### src/rtl/qam_symbol_sequencer.sv
// Purpose: maps 16-QAM symbols to Gray-coded I/Q levels and gates sine_gen stepping per whole carrier periods.
// Latency: first step and levels one cycle after accept; back-to-back symbols leave no bubble in step.
// Backpressure: sym_ready only in IDLE or on the last cycle of a symbol, and only when en=1.
// Optional feature macro: QAM_SEQ_GAP_FILL_EN (underrun inserts a zero-level fill symbol instead of halting).
module qam_symbol_sequencer #(
  parameter int ADDR_WIDTH     = 12,
  parameter int CYCLES_PER_SYM = 4
) (
  input  logic       clk,
  input  logic       rst_n,
  input  logic       en,
  input  logic [3:0] sym_data,
  input  logic       sym_valid,
  output logic       sym_ready,
  output logic       step,
  output logic [2:0] i_level,
  output logic [2:0] q_level,
  output logic       sym_start,
  output logic       busy,
  output logic       underrun
);

  localparam int CW = (CYCLES_PER_SYM > 1) ? $clog2(CYCLES_PER_SYM) : 1;
  localparam logic [ADDR_WIDTH-1:0] PHASE_LAST = '1;
  localparam logic [CW-1:0]         CYC_LAST   = CW'(CYCLES_PER_SYM - 1);

  typedef enum logic {
    IDLE = 1'b0,
    RUN  = 1'b1
  } state_t;

  state_t                state_q, state_d;
  logic [ADDR_WIDTH-1:0] phase_cnt_q, phase_cnt_d;
  logic [CW-1:0]         cyc_cnt_q, cyc_cnt_d;
  logic [2:0]            i_level_q, i_level_d;
  logic [2:0]            q_level_q, q_level_d;
  logic                  sym_start_q, sym_start_d;
  logic                  underrun_q, underrun_d;
  logic                  boundary;
  logic                  accept;

  // Gray-coded amplitude: 00->-3, 01->-1, 11->+1, 10->+3
  function automatic logic [2:0] gray_level(input logic [1:0] f);
    logic [2:0] lv;
    unique case (f)
      2'b00:   lv = 3'b101;
      2'b01:   lv = 3'b111;
      2'b11:   lv = 3'b001;
      default: lv = 3'b011;
    endcase
    return lv;
  endfunction

  // Boundary is the final step cycle of a symbol; it is the only RUN cycle that may accept.
  always_comb begin
    boundary  = (state_q == RUN) && (phase_cnt_q == PHASE_LAST) && (cyc_cnt_q == CYC_LAST);
    sym_ready = rst_n && en && ((state_q == IDLE) || boundary);
    accept    = sym_ready && sym_valid;
  end

  // Next-state, counter and level logic; pulses default low every cycle.
  always_comb begin
    state_d     = state_q;
    phase_cnt_d = phase_cnt_q;
    cyc_cnt_d   = cyc_cnt_q;
    i_level_d   = i_level_q;
    q_level_d   = q_level_q;
    sym_start_d = 1'b0;
    underrun_d  = 1'b0;

    if (state_q == RUN) begin
      phase_cnt_d = phase_cnt_q + 1'b1;
      if (phase_cnt_q == PHASE_LAST) begin
        cyc_cnt_d = cyc_cnt_q + 1'b1;
      end
    end

    if (accept) begin
      state_d     = RUN;
      phase_cnt_d = '0;
      cyc_cnt_d   = '0;
      i_level_d   = gray_level(sym_data[3:2]);
      q_level_d   = gray_level(sym_data[1:0]);
      sym_start_d = 1'b1;
    end else if (boundary) begin
      // Counters restart so a halted carrier always rests at phase 0.
      phase_cnt_d = '0;
      cyc_cnt_d   = '0;
      i_level_d   = '0;
      q_level_d   = '0;
      if (!en) begin
        state_d = IDLE;
      end else begin
        underrun_d = 1'b1;
`ifdef QAM_SEQ_GAP_FILL_EN
        state_d    = RUN;
`else
        state_d    = IDLE;
`endif
      end
    end
  end

  // State and output registers with synchronous active-low reset.
  always_ff @(posedge clk) begin
    if (!rst_n) begin
      state_q     <= IDLE;
      phase_cnt_q <= '0;
      cyc_cnt_q   <= '0;
      i_level_q   <= '0;
      q_level_q   <= '0;
      sym_start_q <= 1'b0;
      underrun_q  <= 1'b0;
    end else begin
      state_q     <= state_d;
      phase_cnt_q <= phase_cnt_d;
      cyc_cnt_q   <= cyc_cnt_d;
      i_level_q   <= i_level_d;
      q_level_q   <= q_level_d;
      sym_start_q <= sym_start_d;
      underrun_q  <= underrun_d;
    end
  end

  // Step and busy are decoded straight from the state register.
  always_comb begin
    step      = (state_q == RUN);
    busy      = (state_q == RUN);
    i_level   = i_level_q;
    q_level   = q_level_q;
    sym_start = sym_start_q;
    underrun  = underrun_q;
  end

endmodule
### config.mk
export PLATFORM = sky130hd
export DESIGN_NAME = qam_symbol_sequencer
export DESIGN_NICKNAME = d
export VERILOG_FILES = /design/src/rtl/qam_symbol_sequencer.sv
export SDC_FILE = /design/constraint.sdc
export NUM_CORES = 1
export LEC_CHECK = 0
export CORE_MARGIN = 4
export CORE_UTILIZATION = 40
export DETAILED_ROUTE_END_ITERATION = 16
export PLACE_DENSITY_LB_ADDON = 0.25
export SYNTH_ARGS = -nofsm -noshare
export SYNTH_HDL_FRONTEND = slang
export SYNTH_SLANG_ARGS = --single-unit
### constraint.sdc
create_clock -name clk -period 2.8 [get_ports clk]
set_input_delay 0.28 -clock clk [delete_from_list [all_inputs] [get_ports clk]]
set_output_delay 0.28 -clock clk [all_outputs]
set_load 0.02 [all_outputs]
Yosys cells after proc, flatten, opt, wreduce, memory -nomap -nowiden
Cells that the tools add are included.
- register bits after elaboration: 23
- bits in latches: 0
- memory bits (writable): 0
- memory bits (read-only): 0
- input port bits: 8
- output and inout bits: 11
- logic and storage cells: 39
- memories: 0
- $add $sub $neg: 2
- $mul: 0
- div/mod/pow operators: 0
- $lt $le $gt $ge: 0
- eq/ne operators: 6
- shift operators: 0
- multiplexer cells: 9
- bitwise gates (word level): 3
- reduce and logical (&&, ||, !) cells: 12
- operators by type and width (operator ; number):
    $pmux W3 S3 ; 2
    $add A12 B1 Y12 const B ; 1
    $eq A12 B12 Y1 const B ; 1
    $mux W3 ; 3
    $eq A2 B2 Y1 const B ; 3
    $reduce_or A3 Y1 ; 2
    $logic_and A1 B1 Y1 ; 5
    $eq A2 B1 Y1 const B ; 2
    $logic_not A2 Y1 ; 2
    $mux W1 ; 4
    $not A1 Y1 ; 3
    $add A2 B1 Y2 const B ; 1
    $reduce_and A2 Y1 ; 1
    $reduce_bool A2 Y1 ; 1
    $logic_or A1 B1 Y1 ; 1

Depth between registers and ports, before layout
- depth after elaboration: 7
- gate-level depth with buffers: 7
- depth with buffers taken out: 5

Worst setup path after synthesis
No wires, ideal clock.
- kind: register to output
- start: reg, netlist name i_level[0]
- end: out sym_ready
- arrival: 1521 ps
- required time: 2520 ps
- path slack: 999 ps
- stages on the path, launching flop included: 5
- path buffers: 1
- path through: dfxtp_1 > buf_2 > nand4_1 > o41ai_2 > nor2b_1
- RTL lines (what ; line ; RTL):
    to (decl) ; 14 ; output logic sym_ready,

Worst setup path after layout
- start: reg phase_cnt_q[0]
- end: out sym_ready
- longest elaborated chain between the ends: 5
- RTL lines (what ; line ; RTL):
    from (decl) ; 33 ; logic [ADDR_WIDTH-1:0] phase_cnt_q, phase_cnt_d;
    from (signal assigned) ; 116 ; phase_cnt_q <= phase_cnt_d;
    $eq A12 B12 Y1 ; 56 ; boundary = (state_q == RUN) && (phase_cnt_q == PHASE_LAST) && (cyc_cnt_q == CYC_LAST);
    $logic_and A1 B1 Y1 (2 in a row) ; 56 ;
    $logic_or A1 B1 Y1 ; 57 ; sym_ready = rst_n && en && ((state_q == IDLE) || boundary);
    $logic_and A1 B1 Y1 ; 57 ;
Every way passes these cells.

==> flow_summary.ini <==
[detailed_routing]
highest_layer = met4
vias = 742
routed-wl-met3_um = 66
drt_pre_antenna_iters = 5
via_per_inst = 4.79
wl_met2_um = 861
m1WireLength_um = 825
postRouteAntennaNets = 0
drt-wirelength-per-cell_um = 11.4
wirelength_um = 1760
initialDrtViolationCount = 11
drc_errors = 0

[die]
io_pins = 19
core-area_um2 = 2450
die_w_um = 58.5
die_y_um = 58.5
row_count = 18
initial_core_util_pct = 41.5
die_area_um2 = 3420

[synthesis]
async_reset_ff_share_pct = 0
syn_area_per_cell_um2 = 9.43
synth-seq-area-share_pct = 41.3
synth-edff-count = 0
ys_seq_elements = 21
syn_inst = 108
yosys.area.top_type = dfxtp_1
syn-num-nets = 124
synth.area.top_cells = dfxtp_1 (41%), ha_1 (9.8%), nor2_1 (7.7%)
synth_ff_type = dfxtp_1
synth_common_cells = dfxtp_1 (21), nor2_1 (21), xnor2_1 (9)
synth.distinct_cells = 24
netlist.area_leader.share_pct = 41.3
yosysWarnings = 0
syn_area_um2 = 1020

[sta]
skew_ns = 0.00152
drv_slew = 0
fin_crit_sh_pct = 89.1
final.setup.tns_ns = 0
setup_violations = 0
fmax_ghz = 0.401
holdWs_ns = 0.497
rsz0062_at_grt = no
relSlewSlack_pct = 66.8
layout_min_cycle_time_ns = 2.49
tightest_slew_ns = 0.498
final_hold_viol_count = 0

[placed_design]
port_buffers = 18
place_inst = 151
routabilityCongestion = 0.729
place_area_um2 = 1200
hpwlAfterDp_um = 1360

[worst_setup_path]
ff2ff_setup_slack_ns = 1.03
end_kind = output port
slowest_delay_ns = 0.61
crit_buf_inv = 1
critPathLaunchType = flop
crit_path_top_delay_cell = clkdlybuf4s50_1
r2r-start = phase_cnt_q[0]
cp.required_ns = 2.52
crit_type = flop to output port
cp_top_family = buffers and inverters
crit_chain = ha_1 > nand4_1 > o41ai_2 > nor2b_1 > clkdlybuf4s50_1
r2r_cells = 5
crit_arrival_ns = 2.21
worstPathMaxFanout = 4
r2r_end = phase_cnt_q[0]

[grt]
grt.total_usage_pct = 11.7
grt_max_degree = 15
grt_pass1_vias = 740
antenna_found_initial = 0
grt_pass1_wl_um = 3060
grt-ovfl-total = 0

[min_path]
min_to = q_level[1]
hp-start = q_level[1]
hold_path.class = flop to flop
holdPathStages = 1

[clocking]
numCtsBuffers = 3
cts_resized = 0
cts.sinks = 21
cts_setup_buffers = 0
ctsHoldBuffers = 0
cts_root_buffer = clkbuf_4
cts_max_level = 1
clk_latency_ns = 0.30
cts_tree = done
clk_pin_slew_ns = 0.11
cts_max_path_buffers = 2

[layout]
final_layout_size_suffix_gt1_share_pct = 9.60
instances_no_fill = 155
post-route-cell-area_um2 = 1220
syn_to_final_growth_pct = 20.1
fin_nets = 142
antenna_cells = 0

[pwr]
p_leak_uw = 0.000457
p_per_area_nw_per_um2 = 422
vdd_drop_max_mv = 0.363

[flow_run]
drv_cap = 0

[run_status]
status = complete, no violations
-- per-stage QoR --
stage               total power, uW  util, %  setup slack (ns)
floorplan                       353        -             0.999
global placement                377     48.8             0.706
detailed placement              379     48.8             0.634
CTS                             525     49.8             0.280
global route                    542     49.8             0.183
finish                          516     49.8             0.306
-- final cells by class --
type	instances	area (um^2)
Sequential cell	21	420
Timing Repair Buffer	19	188
Inverter	6	22.5
Tap cell	30	37.5
Fill cell	241	1230
Multi-Input combinational cell	75	529
Clock buffer	4	26.3
-- report_power, final --
part | internal, uW | total (uW) | switching, uW
combinational | 32.2 | 64.9 | 32.7
clock | 55.6 | 144 | 88.8
sequential | 304 | 307 | 2.75
total | 392 | 516 | 124
-- how the worst max path moves through the flow --
stage | from | to | slack (ns) | cells after the start
finish | phase_cnt_q[0] | sym_ready | 0.31 | 5
floorplan | i_level[0] | sym_ready | 1.0 | 4
global route | phase_cnt_q[0] | sym_ready | 0.18 | 5
global placement | phase_cnt_q[0] | sym_ready | 0.71 | 5
CTS | phase_cnt_q[0] | sym_ready | 0.28 | 5
detailed placement | phase_cnt_q[0] | sym_ready | 0.63 | 5
-- registers in the layout, indices dropped and copies added (netlist names) --
register     cells
phase_cnt_q     12
i_level          3
cyc_cnt_q        2
q_level          2
sym_start        1
underrun         1
-- cell usage in the layout (no fill, tap or decap), drive strengths merged, types with 2 or more instances in the layout --
cell type      synthesis  final
a22o                   4      4
clkbuf                 0      4
clkdlybuf4s50          0     18
dfxtp                 21     21
ha                     8      8
inv                    6      6
mux2i                  2      2
nand2                  5      5
nand3                  4      4
nand4                  5      5
nor2                  21     21
nor3                   6      6
xnor2                  9      9
xor2                   3      3
-- cells by family (layout without fill, tap and decap cells) --
logic type      count (synthesis)  in the layout  share of synthesized area (%)
compound gates                  7              7                           6.76
xor+xnor                       12             12                           10.3
fa+ha+maj                       8              8                           9.83
buf+inv                        12             29                           6.76
flops                          21             21                           41.3
mux                             2              2                           1.97
simple gates                   46             46                           23.1
-- worst reg2reg max path: cells and delay by family, from the launching register on --
| kind | cells | cell delay, ns |
|---|---|---|
| fa+ha+maj | 1 | 0.24 |
| flops | 1 | 0.39 |
| simple gates | 4 | 1.02 |
-- layer usage --
| metal | track usage, % | vias up |
|---|---|---|
| li1 | - | 388 |
| met1 | 14.2 | 343 |
| met2 | 19.9 | 9 |
| met4 | 1.99 | 0 |
| met5 | 0 | - |
| met3 | 4.61 | 2 |
Note: power is estimated with default switching activity, not from simulation.
